File: config.mk
export PLATFORM = sky130hd
export DESIGN_NAME = idli_fetch_m
export DESIGN_NICKNAME = d
export VERILOG_FILES = /design/src/rtl/idli_pkg.sv /design/src/rtl/idli_sqi_ser_m.sv /design/src/rtl/idli_fetch_m.sv
export SDC_FILE = /design/constraint.sdc
export NUM_CORES = 1
export LEC_CHECK = 0
export BUFFER_PORTS_ARGS = -buffer_cell sky130_fd_sc_hd__buf_4
export CORE_MARGIN = 2
export CORE_UTILIZATION = 55
export DETAILED_ROUTE_END_ITERATION = 12
export PLACE_DENSITY_LB_ADDON = 0.2
export SLEW_MARGIN = 10
export SYNTH_ARGS = -nofsm -noshare
export SYNTH_HDL_FRONTEND = slang
export SYNTH_SLANG_ARGS = --single-unit
File: constraint.sdc
create_clock -name i_fch_gck -period 2 [get_ports i_fch_gck]
set_input_delay 0.4 -clock i_fch_gck [delete_from_list [all_inputs] [get_ports i_fch_gck]]
set_output_delay 0.4 -clock i_fch_gck [all_outputs]
set_load 0.005 [all_outputs]
File: src/rtl/idli_pkg.sv
// Shared fetch-side types: fetch FSM states, SQI nibble type, read command default.
// Latency: n/a (types and constants only).
// Backpressure: n/a.
//
// Config macro IDLI_FETCH_SQI_DUMMY_EN: adds the DUMMY state and its cycle count.
package idli_pkg;

  // One SQI bus nibble; also the unit handed to decode.
  typedef logic [3:0] sqi_data_t;

  // Default SQI "read" opcode.
  localparam logic [7:0] SQI_CMD_READ_DFLT = 8'h03;

  // Cycles spent in each serial phase (one nibble per cycle).
  localparam logic [2:0] CMD_NIBS  = 3'd2;
  localparam logic [2:0] ADDR_NIBS = 3'd6;
`ifdef IDLI_FETCH_SQI_DUMMY_EN
  localparam logic [2:0] DUMMY_CYCLES = 3'd2;
`endif

  typedef enum logic [2:0] {
    FCH_IDLE,
    FCH_CMD,
    FCH_ADDR,
`ifdef IDLI_FETCH_SQI_DUMMY_EN
    FCH_DUMMY,
`endif
    FCH_DATA
  } fch_state_t;

  // Instructions are 16b words; the memory is byte addressed with 24b addresses.
  function automatic logic [23:0] pc_to_byte_addr(input logic [15:0] pc);
    return {7'b0, pc, 1'b0};
  endfunction

endpackage

File: src/rtl/idli_sqi_ser_m.sv
// SQI command/address serialiser: loads {cmd, addr} and shifts out one nibble per cycle, MSB first.
// Latency: first nibble (cmd[7:4]) appears the cycle after ld_vld.
// Backpressure: none; shifts every cycle it is not loading.
//
// Ports: i_fch_gck clock, i_dcd_rst_n async active-low reset,
//        ld_vld load strobe, cmd_dat 8b command, addr_dat 24b byte address,
//        nib_dat current nibble to drive onto the SQI bus.
module idli_sqi_ser_m
  import idli_pkg::*;
(
  input  logic        i_fch_gck,
  input  logic        i_dcd_rst_n,
  input  logic        ld_vld,
  input  logic [7:0]  cmd_dat,
  input  logic [23:0] addr_dat,
  output sqi_data_t   nib_dat
);

  logic [31:0] sh_q;

  always_ff @(posedge i_fch_gck or negedge i_dcd_rst_n) begin
    if (!i_dcd_rst_n) begin
      sh_q <= '0;
    end else if (ld_vld) begin
      sh_q <= {cmd_dat, addr_dat};
    end else begin
      sh_q <= {sh_q[27:0], 4'h0};
    end
  end

  assign nib_dat = sh_q[31:28];

endmodule

File: src/rtl/idli_fetch_m.sv
// Instruction fetch over SQI: issues a read at pc, then streams instruction nibbles to decode.
// Latency: memory nibble -> o_dcd_enc one cycle; first valid nibble 12 clocks after reset (10 without dummy).
// Backpressure: none; decode must accept one nibble per cycle, redirect is the only flow control.
//
// Ports: i_fch_gck clock, i_dcd_rst_n async active-low reset,
//        i_fch_redirect / i_fch_redirect_pc restart fetch at a new word address,
//        o_fch_sqi_cs_n / o_fch_sqi_out / o_fch_sqi_oe / i_fch_sqi_in SQI memory pins,
//        o_dcd_enc / o_dcd_enc_vld nibble stream to decode, o_fch_pc word address of that stream.
// Config macro IDLI_FETCH_SQI_DUMMY_EN: inserts two dummy cycles between address and data.
module idli_fetch_m
  import idli_pkg::*;
#(
  parameter logic [15:0] RESET_PC     = 16'h0000,
  parameter logic [7:0]  SQI_CMD_READ = SQI_CMD_READ_DFLT
) (
  input  logic        i_fch_gck,
  input  logic        i_dcd_rst_n,
  input  logic        i_fch_redirect,
  input  logic [15:0] i_fch_redirect_pc,
  output logic        o_fch_sqi_cs_n,
  output logic [3:0]  o_fch_sqi_out,
  output logic        o_fch_sqi_oe,
  input  logic [3:0]  i_fch_sqi_in,
  output sqi_data_t   o_dcd_enc,
  output logic        o_dcd_enc_vld,
  output logic [15:0] o_fch_pc
);

  fch_state_t  state_q, state_d;
  logic [2:0]  cyc_q, cyc_d;      // cycles spent in the current serial phase
  logic [15:0] pc_q;
  logic [1:0]  nib_q;             // index of the delivered nibble within its instruction
  sqi_data_t   enc_q;
  logic        vld_q;
  logic        ser_ld;
  sqi_data_t   ser_nib;

  // ---------------------------------------------------------------- FSM state
  always_ff @(posedge i_fch_gck or negedge i_dcd_rst_n) begin
    if (!i_dcd_rst_n) begin
      state_q <= FCH_IDLE;
      cyc_q   <= '0;
    end else begin
      state_q <= state_d;
      cyc_q   <= cyc_d;
    end
  end

  // ------------------------------------------------ FSM next state / outputs
  always_comb begin
    state_d        = state_q;
    cyc_d          = cyc_q + 3'd1;
    o_fch_sqi_cs_n = 1'b0;
    o_fch_sqi_oe   = 1'b0;
    ser_ld         = 1'b0;

    case (state_q)
      FCH_IDLE: begin
        // pc_q is already the target here, so the serialiser loads the right address.
        o_fch_sqi_cs_n = 1'b1;
        ser_ld         = 1'b1;
        state_d        = FCH_CMD;
        cyc_d          = '0;
      end
      FCH_CMD: begin
        o_fch_sqi_oe = 1'b1;
        if (cyc_q == CMD_NIBS - 3'd1) begin
          state_d = FCH_ADDR;
          cyc_d   = '0;
        end
      end
      FCH_ADDR: begin
        o_fch_sqi_oe = 1'b1;
        if (cyc_q == ADDR_NIBS - 3'd1) begin
`ifdef IDLI_FETCH_SQI_DUMMY_EN
          state_d = FCH_DUMMY;
`else
          state_d = FCH_DATA;
`endif
          cyc_d   = '0;
        end
      end
`ifdef IDLI_FETCH_SQI_DUMMY_EN
      FCH_DUMMY: begin
        if (cyc_q == DUMMY_CYCLES - 3'd1) begin
          state_d = FCH_DATA;
          cyc_d   = '0;
        end
      end
`endif
      FCH_DATA: begin
        // Streams sequential words until redirected.
        cyc_d = cyc_q;
      end
      default: begin
        o_fch_sqi_cs_n = 1'b1;
        state_d        = FCH_IDLE;
        cyc_d          = '0;
      end
    endcase

    if (i_fch_redirect) begin
      state_d = FCH_IDLE;
      cyc_d   = '0;
    end
  end

  // ---------------------------------------------------- command/address shift
  idli_sqi_ser_m u_ser (
    .i_fch_gck   (i_fch_gck),
    .i_dcd_rst_n (i_dcd_rst_n),
    .ld_vld      (ser_ld),
    .cmd_dat     (SQI_CMD_READ),
    .addr_dat    (pc_to_byte_addr(pc_q)),
    .nib_dat     (ser_nib)
  );

  assign o_fch_sqi_out = ser_nib;

  // ------------------------------------------------------------ data capture
  always_ff @(posedge i_fch_gck or negedge i_dcd_rst_n) begin
    if (!i_dcd_rst_n) begin
      pc_q  <= RESET_PC;
      nib_q <= '0;
      enc_q <= '0;
      vld_q <= 1'b0;
    end else if (i_fch_redirect) begin
      // Any partially delivered instruction is dropped here.
      pc_q  <= i_fch_redirect_pc;
      nib_q <= '0;
      vld_q <= 1'b0;
    end else begin
      vld_q <= (state_q == FCH_DATA);
      if (state_q == FCH_DATA) begin
        enc_q <= i_fch_sqi_in;
      end
      // pc tracks the instruction on o_dcd_enc, so it advances once its last nibble has been shown.
      if (vld_q) begin
        nib_q <= nib_q + 2'd1;
        if (nib_q == 2'd3) begin
          pc_q <= pc_q + 16'd1;
        end
      end
    end
  end

  assign o_dcd_enc     = enc_q;
  assign o_dcd_enc_vld = vld_q;
  assign o_fch_pc      = pc_q;

endmodule

# After elaboration in Yosys (flattened, before gate mapping)
# Index checks and enable logic that the tools add are counted.
[word_totals]
in_bits = 23
regBits = 61
out_inout_bits = 27
wordCells = 46
[classes]
reduce_logical = 8
n_eq_ne = 9
n_mux = 18
bitwise = 1
n_addsub = 3
[op_table]
columns = ["cell", "count"]
rows = [
  ["$mux W16", 3],
  ["$mux W32", 1],
  ["$mux W3", 6],
  ["$add A16 B1 Y16 const B", 1],
  ["$pmux W3 S4", 1],
  ["$pmux W3 S3", 1],
  ["$eq A3 B1 Y1 const B", 2],
  ["$eq A3 B2 Y1 const B", 2],
  ["$ne A3 B3 Y1 const B", 2],
  ["$mux W1", 4],
  ["$mux W2", 2],
  ["$reduce_and A2 Y1", 2],
  ["$reduce_bool A2 Y1", 2],
  ["$add A3 B1 Y3 const B", 1],
  ["$eq A3 B3 Y1 const B", 1],
  ["$logic_not A3 Y1", 1],
  ["$reduce_and A3 Y1", 1],
  ["$reduce_or A3 Y1", 1],
  ["$add A2 B1 Y2 const B", 1],
  ["$eq A2 B2 Y1 const B", 1],
  ["$ne A2 B2 Y1 const B", 1],
  ["$reduce_or A2 Y1", 1],
  ["$not A1 Y1", 1],
]

# Logic depth before layout (Yosys ltp)
# Gate-level depths: netlist of run 1.
[depth]
depth_word = 4
ltp_mapped = 6
mapped_depth_nobuf = 6

# By module
# A second synthesis of run 1 with hierarchy kept.
[hier_totals]
hier_cells = 238
hier_area_um2 = 2887.8
[modules_own_cells]
columns = ["mod", "seq_area_each_um2", "area_per_inst_um2", "instances", "cells_each"]
rows = [
  ["idli_fetch_m", 700.7, 1556.5, 1, 166],
  ["idli_sqi_ser_m", 800.8, 1331.3, 1, 72],
]

# Least setup slack after synthesis of run 1
# OpenSTA, ideal clock, no wires.
[synth_timing]
path_type = "register to register"
start = "reg state_q[0]"
end = "reg cyc_q[1]"
n_path_buf = 0
required_ps = 1917
period_less_slack_ps = 1609
setup_ps = 83
stages_incl_launch_ff = 7
arrival_time_ps = 1527
setup_slack_ps = 391
cell_sequence = "dfrtp_1 inv_1 ha_1 or3b_2 nor3_1 o21ai_0 o21ai_0"
[synth_via]
elab_chain_len = 3
elab_cells_between_ends = 6
cone_classes = "eq/ne: 4; mux: 2"
[synth_lines]
columns = ["element", "line", "rtl"]
rows = [
  ["start: declaration", "idli_fetch_m.sv:29", "fch_state_t state_q, state_d;"],
  ["start signal: assignment", "idli_fetch_m.sv:44", "state_q <= state_d;"],
  ["$eq A3 B2 Y1 / $eq A3 B1 Y1 (equally long branches)", "idli_fetch_m.sv:57", "case (state_q)"],
  ["$pmux W3 S3", "idli_fetch_m.sv:57", ""],
  ["$mux W3", "idli_fetch_m.sv:102", "if (i_fch_redirect) begin"],
  ["end signal: assignment", "idli_fetch_m.sv:45", "cyc_q <= cyc_d;"],
  ["end: declaration", "idli_fetch_m.sv:30", "logic [2:0] cyc_q, cyc_d;"],
]
# Several ways; a longest one is shown, not always the timed one.
# A chain may end at the register's enable or synchronous reset.

# Worst setup path after layout of run 1
[layout_timing]
start = "reg state_q[0]"
end = "reg state_q[0]"
[layout_via]
elab_chain_len = 3
elab_cells_between_ends = 10
cone_classes = "eq/ne: 6; mux: 2; reduce/logical: 2"
[layout_lines]
columns = ["element", "line"]
rows = [
  ["$eq A3 B2 Y1, or another cell as far along", "idli_fetch_m.sv:57"],
  ["$pmux W3 S4, or another cell as far along", "idli_fetch_m.sv:57"],
  ["$mux W3 / $reduce_and A3 Y1 (equally long branches)", "n/a"],
]
# Several ways; a longest one is shown, not always the timed one.

==> run metrics, run 1 <==
Fin Setup TNS=0 ps; postcts setup bufs=0; worst path cell trace=inv_1 -> ha_1 -> mux2i_1 -> a31oi_1 -> or4_1 -> a21oi_1; TritonCTS clock tree=yes; Worst-path clk slew=60 ps; Detailed Route Iter0 Violations=73; post-CTS sizing=0; Worst Setup SP=state_q[0]$_DFFE_PN0P_; reg2reg end=state_q[0]$_DFFE_PN0P_; dominant synthesized flop cell=dfrtp_1; Antenna diodes=0; Finished Core Util=0.6813; RSZ-0062 raised after global routing=false; Overflow after GRT=0; cell area after layout=0.003176 mm²; outcome=finished clean; Max Cap Viol=0; Yosys cell types=40; Clock Path Buffers=2; Sw Share=0.2861; FP Rows=25; RePlAce Congestion=0.7339; worst setup path class=reg -> reg; sequential share of the synthesized area=0.5603; Cell Area, Synth=0.002635 mm²; worst path arrival time=2030 ps; Pins Over Slew Limit=0; drt first pass iters=4; Mapped Cells=233; vias=1789; routed len/inst=13.67 µm; leakage power=1.482 nW; IO Port Bufs=49; Die H=73.22 µm; switching power=0.9654 mW; Tightest Pin Transition=723.3 ps; clock latency on the worst-skew pair=330 ps; Avg Cell Area, Syn=11.31 µm²; number of synthesized flops with an enable pin=0; pwr/cell area=1063 mW/mm²; Setup crit end kind=register; Critical-path top delay cell=or4_1; Yosys warnings=0; Die X-Extent=73.22 µm; final hold vios=0; power share of the clock group=0.259; WHS=118.5 ps; relative slew slack=0.5178; die area=0.005360 mm²; Num Clock Sinks=59; via/cell ratio=5.231; final cell count without fillers=342; # hold bufs at CTS=0; Internal Power=2.409 mW; Total Routing Usage GR=0.1983; synth-to-layout area growth=20.51%; worst min path class=in -> async; vias in the first global route=1637; placed insts=326; worst vdd ir=0.0005062 V; clock period minus worst slack=1771 ps; # IOs=50; reg2reg start=state_q[0]$_DFFE_PN0P_; DRT antenna net count=0; Worst setup SP type=register; Setup-failing EPs final=0; clock skew=7.570 ps; max incr delay on CP=500 ps; Root Buffer=clkbuf_8; combinational share of power=0.251; WL final=4676 µm; Placed Area=0.003022 mm²; layout cells sized above 1=0.2986; CP endpoint=state_q[0]$_DFFE_PN0P_; Detailed Place HPWL=3067 µm; largest net degree at the start of global routing=60; final net count=313; Data required, critical path=2260 ps; initial core utilization=0.5654; r2r setup slk=230 ps; register bit total from synthesis=59; Max Freq=564.7 MHz; asr flop ratio synth=1.000; core footprint=0.004661 mm²; Worst Path Max Fanout=5; syn_nets=263; CTS buffer count=9; DR DRC count=0; first-pass GRT wire length=7831 µm; Register-to-Register Path Depth=6; fin crit share=0.8855; register share of total power=0.490; initial antenna violation count=0; H-tree depth=3
placed cells by master, fill, tap and decap left out, types with 3 or more instances in the layout:
cell,instances
o21ai_0,8
dfrtp_1,59
clkbuf_1,4
clkbuf_8,9
nand2b_1,4
nor2b_1,14
nor2_1,11
mux2_2,12
nand2_1,31
buf_4,50
mux2i_1,5
clkinv_2,3
nand3_1,4
nor3_1,5
and2_1,4
xnor2_1,12
o21ai_1,9
inv_1,8
nor4_2,3
ha_1,7
how the worst min path moves through the flow:
stage               slack (ps)                  endpoint
finish                     120  u_ser.sh_q[29]$_DFF_PN0_
global route               170      nib_q[0]$_DFFE_PN0P_
CTS                        150  u_ser.sh_q[29]$_DFF_PN0_
detailed placement         430  u_ser.sh_q[25]$_DFF_PN0_
global placement           420  u_ser.sh_q[24]$_DFF_PN0_
floorplan                  100      cyc_q[0]$_DFFE_PN0P_
layer usage:
layer  up-vias  track usage  share of wire
met5         -            0              0
met4         0      0.06379         0.0058
met3         2      0.09669          0.038
met2        32       0.2913           0.50
met1       879       0.2579           0.46
li1        876            -              -
kinds of logic after synthesis:
kind of cell,synth area share
xor+xnor,0.04321
buf+inv,0.03419
simple gates,0.1999
flops,0.5603
fa+ha+maj,0.03324
mux,0.07028
compound gates,0.05888
layout make-up:
type | count | area (µm²)
multi-input cells | 154 | 1069
repair buffers | 50 | 375.4
clock inverters | 3 | 15.01
fillers | 361 | 1485
clock buffers | 13 | 138.9
inverters | 9 | 33.78
flip-flops and latches | 59 | 1476
well taps | 54 | 67.56
power by group through the flow:
stage	sequential, mW	clock [mW]	combinational, mW
after CTS	1.65	0.909	0.862
after global placement	1.67	0	0.831
after detailed placement	1.67	0	0.857
after global routing	1.69	0.983	0.948
final	1.65	0.876	0.846
after floorplan	1.64	0	0.571
cell usage after synthesis, drive strengths merged (2+ instances only):
cell type | number | area [µm²]
nor2b | 14 | 87.58
nand2 | 31 | 116.4
nor2 | 11 | 41.29
nor3 | 6 | 35.03
buf | 5 | 33.78
nor4 | 4 | 58.81
clkbuf | 6 | 22.52
and2 | 4 | 25.02
inv | 8 | 30.03
mux2i | 5 | 50.05
mux2 | 12 | 135.1
ha | 7 | 87.58
nand2b | 4 | 25.02
a21oi | 2 | 10.01
or2 | 2 | 12.51
nand4 | 2 | 27.53
nand3 | 7 | 57.56
o31a | 2 | 17.52
a31oi | 2 | 12.51
dfrtp | 59 | 1476
xnor2 | 12 | 105.1
o21ai | 17 | 85.08
metrics by stage:
step | setup WS (ps) | total power, mW
2_1_floorplan | 390.8 | 2.208
3_3_place_gp | 336.9 | 2.496
3_5_place_dp | 230.5 | 2.529
4_1_cts | 212.1 | 3.425
5_1_grt | 78.28 | 3.624
6_report | 229.1 | 3.374
state kept, by name, summed over array words and instances, names as in the netlist:
register	flops
cyc_q	3
o_fch_pc	16
o_dcd_enc	4
nib_q	2
state_q	2
u_ser.sh_q	31
o_dcd_enc_vld	1
worst max-delay path: cells and delay by family, from the launching register on:
| kind | cells | cell delay, ps |
|---|---|---|
| muxes | 1 | 140 |
| buffers and inverters | 1 | 90 |
| adders and majority gates | 1 | 230 |
| DFF | 1 | 420 |
| and+or+nand+nor | 1 | 500 |
| AOI/OAI and AO/OA | 2 | 330 |
No activity file was read; power rests on OpenSTA's default activity.
==> run 2: changes to the inputs <==
- ABC_AREA: default -> 1
==> run 2 against run 1 <==
Against the previous run: global-route usage up 3.1 points; largest cell class unchanged; highest routed layer unchanged; worst hold slack better by 2.7 ps; via count up 30%.
==> run metrics, run 2 <==
WL final=5914 µm (+26%); Register-to-Register Path Depth=8 (+2); Antenna diodes=0 (unchanged); final net count=424 (+35%); Detailed Route Iter0 Violations=141 (+93%); vias=2318 (+30%); Worst setup SP type=register; Die X-Extent=75.61 µm (+3.3%); cells taking the most area after synthesis=dfrtp_1 (52%), nand2_1 (11%), inv_1 (7.3%), nor2_1 (5.6%), nand3_1 (4.8%); die area=0.005716 mm² (+6.6%); Clock Path Buffers=2 (unchanged); max incr delay on CP=430 ps (-70 ps); Worst-path clk slew=70 ps (about the same); CTS buffer count=9 (unchanged); # hold bufs at CTS=0 (unchanged); initial core utilization=0.5593 (-0.006064); Setup-failing EPs final=0 (unchanged); worst min path class=in -> async; Setup crit end kind=output port; Cell Area, Synth=0.002820 mm² (+7.0%); WHS=121.2 ps (+2.744 ps); Worst Path Max Fanout=5 (unchanged); DR DRC count=0 (unchanged); layout cells sized above 1=0.1830 (-0.1157); most common cell after layout, fill and taps aside=nand2_1; final hold vios=0 (unchanged); Synth top cells by count=nand2_1 (85), dfrtp_1 (59), inv_1 (55), nor2_1 (42), nand3_1 (27); post-CTS sizing=0 (unchanged); Yosys top cell by area=dfrtp_1; # IOs=50 (unchanged); RSZ-0062 raised after global routing=false; Data required, critical path=1600 ps (-660 ps); Tightest Pin Transition=718.3 ps (-5.032 ps); IO Port Bufs=49 (unchanged); via/cell ratio=4.942 (-5.5%); Placed Area=0.003211 mm² (+6.3%); Yosys cell types=25 (-38%); Root Buffer=clkbuf_8; Detailed Place HPWL=4045 µm (+32%); Fin Setup TNS=0 ps (unchanged); relative slew slack=0.5212 (+0.003354); Avg Cell Area, Syn=8.127 µm² (-28%); largest net degree at the start of global routing=60 (unchanged); DRT antenna net count=0 (unchanged); first-pass GRT wire length=9784 µm (+25%); syn_nets=377 (+43%); Overflow after GRT=0 (unchanged); top-area cell type share of the netlist area=0.5235 (-0.03679); worst path arrival time=1320 ps (-710 ps); Critical Path Stages=3 (-3); drt first pass iters=4 (unchanged); Largest register FFs=31 (unchanged); leakage power=1.777 nW (+20%); Max Freq=582.0 MHz (+3.1%); worst vdd ir=0.0005892 V (+16%); Mapped Cells=347 (+49%); clock period minus worst slack=1718 ps (-52.55 ps); register bit total from synthesis=59 (unchanged); reg2reg start=o_fch_pc[0]$_DFFE_PN0P_; H-tree depth=3 (unchanged); initial antenna violation count=0 (unchanged); Buffers & Inverters on Critical Path=2 (+1); TritonCTS clock tree=yes; worst path cell trace=inv_1 -> ha_1 -> buf_4; sequential share of the synthesized area=0.5235 (-0.03679); vias in the first global route=2155 (+32%); synth-to-layout area growth=20.72%; fin crit share=0.8592 (-0.02627); Die H=75.61 µm (+3.3%); reg2reg end=o_fch_pc[8]$_DFFE_PN0P_; Critical-path top delay cell=dfrtp_1; cell area after layout=0.003405 mm² (+7.2%); number of synthesized flops with an enable pin=0 (unchanged); Yosys warnings=0 (unchanged); worst setup path class=reg -> out; outcome=finished clean; pwr/cell area=1128 mW/mm² (+6.1%); clock skew=8.147 ps (+0.5762 ps); clock latency on the worst-skew pair=330 ps (about the same); RePlAce Congestion=0.8404 (+15%); Power Total=3.840 mW (+14%); core footprint=0.005042 mm² (+8.2%); routed len/inst=12.61 µm (-7.8%); most common cell in the netlist=nand2_1; Total Routing Usage GR=0.2296 (+0.03129); Num Clock Sinks=59 (unchanged); Fillers=419 (+16%); Max Cap Viol=0 (unchanged); register with the most flip-flops=u_ser.sh_q; asr flop ratio synth=1.000 (unchanged); Pins Over Slew Limit=0 (unchanged); dominant synthesized flop cell=dfrtp_1; most frequent cells in the layout=nand2_1 (85), dfrtp_1 (59), inv_1 (55), buf_4 (49), nor2_1 (42); FP Rows=26 (+4.0%); postcts setup bufs=0 (unchanged); crit-path leading delay family=flip-flops; r2r setup slk=460 ps (+230 ps)
run 2: cell count changes in the layout (fill, tap and decap cells not counted), moves of 7 or more:
cell,before,now
nand2_1,31,85
inv_1,8,55
nor2_1,11,42
nand3_1,4,27
a21oi_1,2,16
nor2b_1,14,0
mux2_2,12,0
xnor2_1,12,2
o21ai_0,8,15
o21ai_1,9,2
run 2: worst max path at each step:
stage	end	start	slack, ps
after CTS	o_fch_sqi_oe	state_q[0]$_DFFE_PN0P_	260
after floorplan	u_ser.sh_q[14]$_DFF_PN0_	state_q[0]$_DFFE_PN0P_	640
after detailed placement	o_fch_pc[0]$_DFFE_PN0P_	i_fch_redirect	360
final	o_fch_sqi_oe	state_q[0]$_DFFE_PN0P_	280
after global routing	o_fch_sqi_oe	state_q[0]$_DFFE_PN0P_	210
after global placement	o_fch_pc[3]$_DFFE_PN0P_	i_fch_redirect	400
run 2: report_power, final:
part	total, mW	switching [mW]	internal [mW]
combinational	1.06	0.584	0.476
sequential	1.72	0.176	1.54
clock	1.06	0.488	0.575
run 2: metal layers:
metal | part of all wire | track usage
met2 | 0.47 | 0.3585
met5 | 0 | 0
met1 | 0.47 | 0.3041
met4 | 0.013 | 0.1072
met3 | 0.046 | 0.05423
run 2: metrics by stage:
stage,cells,utilization,worst slack (ps)
floorplan,347,-,637.6
global placement,453,0.6367,403.3
detailed placement,453,0.6367,360.9
CTS,469,0.6752,257.7
global route,469,0.6752,208.9
finish,469,0.6752,281.6
run 2: area by class of cell:
type | instances | area, µm² | share of cell area
multi-input cells | 218 | 1049 | 0.3080
clock buffers | 10 | 127.6 | 0.03749
inverters | 56 | 210.2 | 0.06174
well taps | 70 | 87.58 | 0.02573
flip-flops and latches | 59 | 1476 | 0.4337
clock inverters | 6 | 66.31 | 0.01948
repair buffers | 50 | 387.9 | 0.1139
run 2: logic make-up after synthesis:
| logic type | synth area share |
|---|---|
| compound gates | 0.07853 |
| fa+ha+maj | 0.03105 |
| simple gates | 0.2498 |
| flops | 0.5235 |
| xor+xnor | 0.01242 |
| buf+inv | 0.1047 |
==> run 3: changes to the inputs <==
- CORE_UTILIZATION: 55 -> 56
- SLEW_MARGIN: 10 -> default
- SYNTH_HIERARCHICAL: default -> 1
==> run 3 against run 2 <==
Against the previous run: final cell count up 8.1%; register-to-register slack about the same; clock-buffer cell count up 1; synthesized cell count up 6.6%; critical path type unchanged; sequential cell count up 1; clock skew down 0.53 ps; maximum frequency up 0.27%; critical endpoint unchanged; utilization up 2.1 points; via count up 6.2%.
==> run metrics, run 3 <==
Num Clock Sinks=60 (+1.7%); DR DRC count=0 (unchanged); relative slew slack=0.5032 (-0.01800); register bit total from synthesis=60 (+1.7%); Largest register FFs=32 (+3.2%); most common cell in the netlist=nand2_1; Setup crit end kind=output port; Total Routing Usage GR=0.2312 (+0.001651); footprint of the multi-input gates=0.001266 mm² (+21%); IO Port Bufs=49 (unchanged); sequential share of the synthesized area=0.5031 (-0.02037); Detailed Place HPWL=4352 µm (+7.6%); clock skew=7.618 ps (-0.5283 ps); Worst-path clk slew=70 ps (about the same); worst min path class=in -> async; final net count=462 (+9.0%); Detailed Route Iter0 Violations=138 (-2.1%); Avg Cell Area, Syn=8.065 µm² (-0.77%); Max Freq=583.5 MHz (+0.27%); clock latency on the worst-skew pair=340 ps (about the same); asr flop ratio synth=1.000 (unchanged); worst setup path class=reg -> out; synth-to-layout area growth=19.83%; largest net degree at the start of global routing=61 (+1.7%); Fin Setup TNS=0 ps (unchanged); Yosys warnings=6 (+6); fin crit share=0.8568 (-0.002341); Yosys cell types=28 (+12%); Synth top cells by count=nand2_1 (159), dfrtp_1 (60), inv_1 (36), nand3_1 (21), nor2_1 (16); dominant synthesized flop cell=dfrtp_1; Worst setup SP type=register; Max Cap Viol=0 (unchanged); final hold vios=0 (unchanged); # IOs=50 (unchanged); Antenna diodes=0 (unchanged); top-area cell type share of the netlist area=0.5031 (-0.02037); Worst Path Max Fanout=5 (unchanged); postcts setup bufs=0 (unchanged); outcome=finished clean; drt first pass iters=6 (+2); core footprint=0.005140 mm² (+1.9%); number of synthesized flops with an enable pin=0 (unchanged); worst vdd ir=0.0007020 V (+19%); CTS buffer count=9 (unchanged); Worst Setup SP=state_q[0]$_DFFE_PN0P_; Die H=77 µm (+1.8%); cells taking the most area after synthesis=dfrtp_1 (50%), nand2_1 (20%), inv_1 (4.5%), nand3_1 (3.5%), ha_1 (2.9%); Data required, critical path=1600 ps (about the same); routed len/inst=12.21 µm (-3.1%); Finished Core Util=0.6957 (+0.02053); Overflow after GRT=0 (unchanged); leakage power=1.930 nW (+8.6%); clock period minus worst slack=1714 ps (-4.683 ps); die area=0.005929 mm² (+3.7%); Yosys top cell by area=dfrtp_1; first-pass GRT wire length=10780 µm (+10%); layout cells sized above 1=0.1831 (about the same); pwr/cell area=1132 mW/mm² (+0.33%); reg2reg start=nib_q[0]$_DFFE_PN0P_; Setup-failing EPs final=0 (unchanged); register area=0.001501 mm² (+1.7%); Mapped Cells=370 (+6.6%); via/cell ratio=4.856 (-1.7%); Cell Area, Synth=0.002984 mm² (+5.8%); vias=2462 (+6.2%); most frequent cells in the layout=nand2_1 (159), dfrtp_1 (60), buf_4 (51), inv_1 (36), nand3_1 (21); most common cell after layout, fill and taps aside=nand2_1; Fillers=454 (+8.4%); H-tree depth=3 (unchanged); DRT antenna net count=0 (unchanged); Root Buffer=clkbuf_8; TritonCTS clock tree=yes; Die X-Extent=77 µm (+1.8%); Pins Over Slew Limit=0 (unchanged); post-CTS sizing=0 (unchanged); RePlAce Congestion=0.9214 (+9.6%); # hold bufs at CTS=0 (unchanged); RSZ-0062 raised after global routing=false; Tightest Pin Transition=745.3 ps (+27.01 ps); FP Rows=26 (unchanged); vias in the first global route=2371 (+10%); worst path arrival time=1310 ps (about the same); Clock Path Buffers=2 (unchanged); register with the most flip-flops=u_ser/sh_q; initial core utilization=0.5806 (+0.02127); initial antenna violation count=0 (unchanged); WL final=6192 µm (+4.7%)
## run 3: metrics by stage
step	cell area (µm²)	instances	setup WS (ps)	total power, mW	hold WS, ps
3_3_place_gp	3392	491	496.4	2.998	421.5
6_report	3576	507	286.3	4.046	117.7
4_1_cts	3576	507	276.7	4.080	152.8
3_5_place_dp	3392	491	411.2	3.034	430.1
5_1_grt	3576	507	220.3	4.340	189.0
2_1_floorplan	3037	384	709.8	2.688	104.4
## run 3: critical path: stages, from the launching register on
cell and delay (ps):
dfrtp_1 430, inv_1 90, ha_1 320, buf_4 140
## run 3: kinds of logic after synthesis
kind of cell / count (synthesis) / synth area share
and+or+nand+nor: 211 / 0.2956
DFF: 60 / 0.5031
buffers and inverters: 53 / 0.09015
other: 2 / 0.002517
AOI/OAI and AO/OA: 31 / 0.06164
adders and majority gates: 7 / 0.02935
xor gates and xnor gates: 6 / 0.01761
## run 3: worst paths after layout
path / endpoint / slack (ps) / cells past startpoint
worst max-delay path: o_fch_sqi_oe / 290 / 3
worst min-delay path: u_ser/sh_q[30]$_DFF_PN0_ / 120 / 1
worst max register to register: o_fch_pc[9]$_DFFE_PN0P_ / 470 / 7
worst min register to register: u_ser/sh_q[25]$_DFF_PN0_ / 440 / 2
max in group asynchronous: u_ser/sh_q[20]$_DFF_PN0_ / 1380 / 1
min in group i_fch_gck: o_dcd_enc[1]$_DFFE_PN0N_ / 260 / 3
## run 3: area by class of cell
cell class / instances / share of cell area
multi-input cells: 271 / 0.3541
inverters: 39 / 0.04304
flip-flops and latches: 60 / 0.4199
clock buffers: 11 / 0.03674
well taps: 70 / 0.02449
repair buffers: 51 / 0.1071
clock inverters: 5 / 0.01470
## run 3: per-layer routing
layer,part of all wire,GRT usage,vias to the layer above
li1,-,-,1249
met1,0.46,0.3069,1138
met2,0.47,0.3667,62
met3,0.043,0.04588,13
met4,0.021,0.1089,0
met5,0,0,-
## run 3: power by group
group / leakage [nW] / internal, mW / switching (mW) / total (mW)
registers: 0.746 / 1.61 / 0.205 / 1.82
clock network: 0.0931 / 0.570 / 0.478 / 1.05
logic: 1.09 / 0.494 / 0.685 / 1.18
total: 1.93 / 2.68 / 1.37 / 4.05
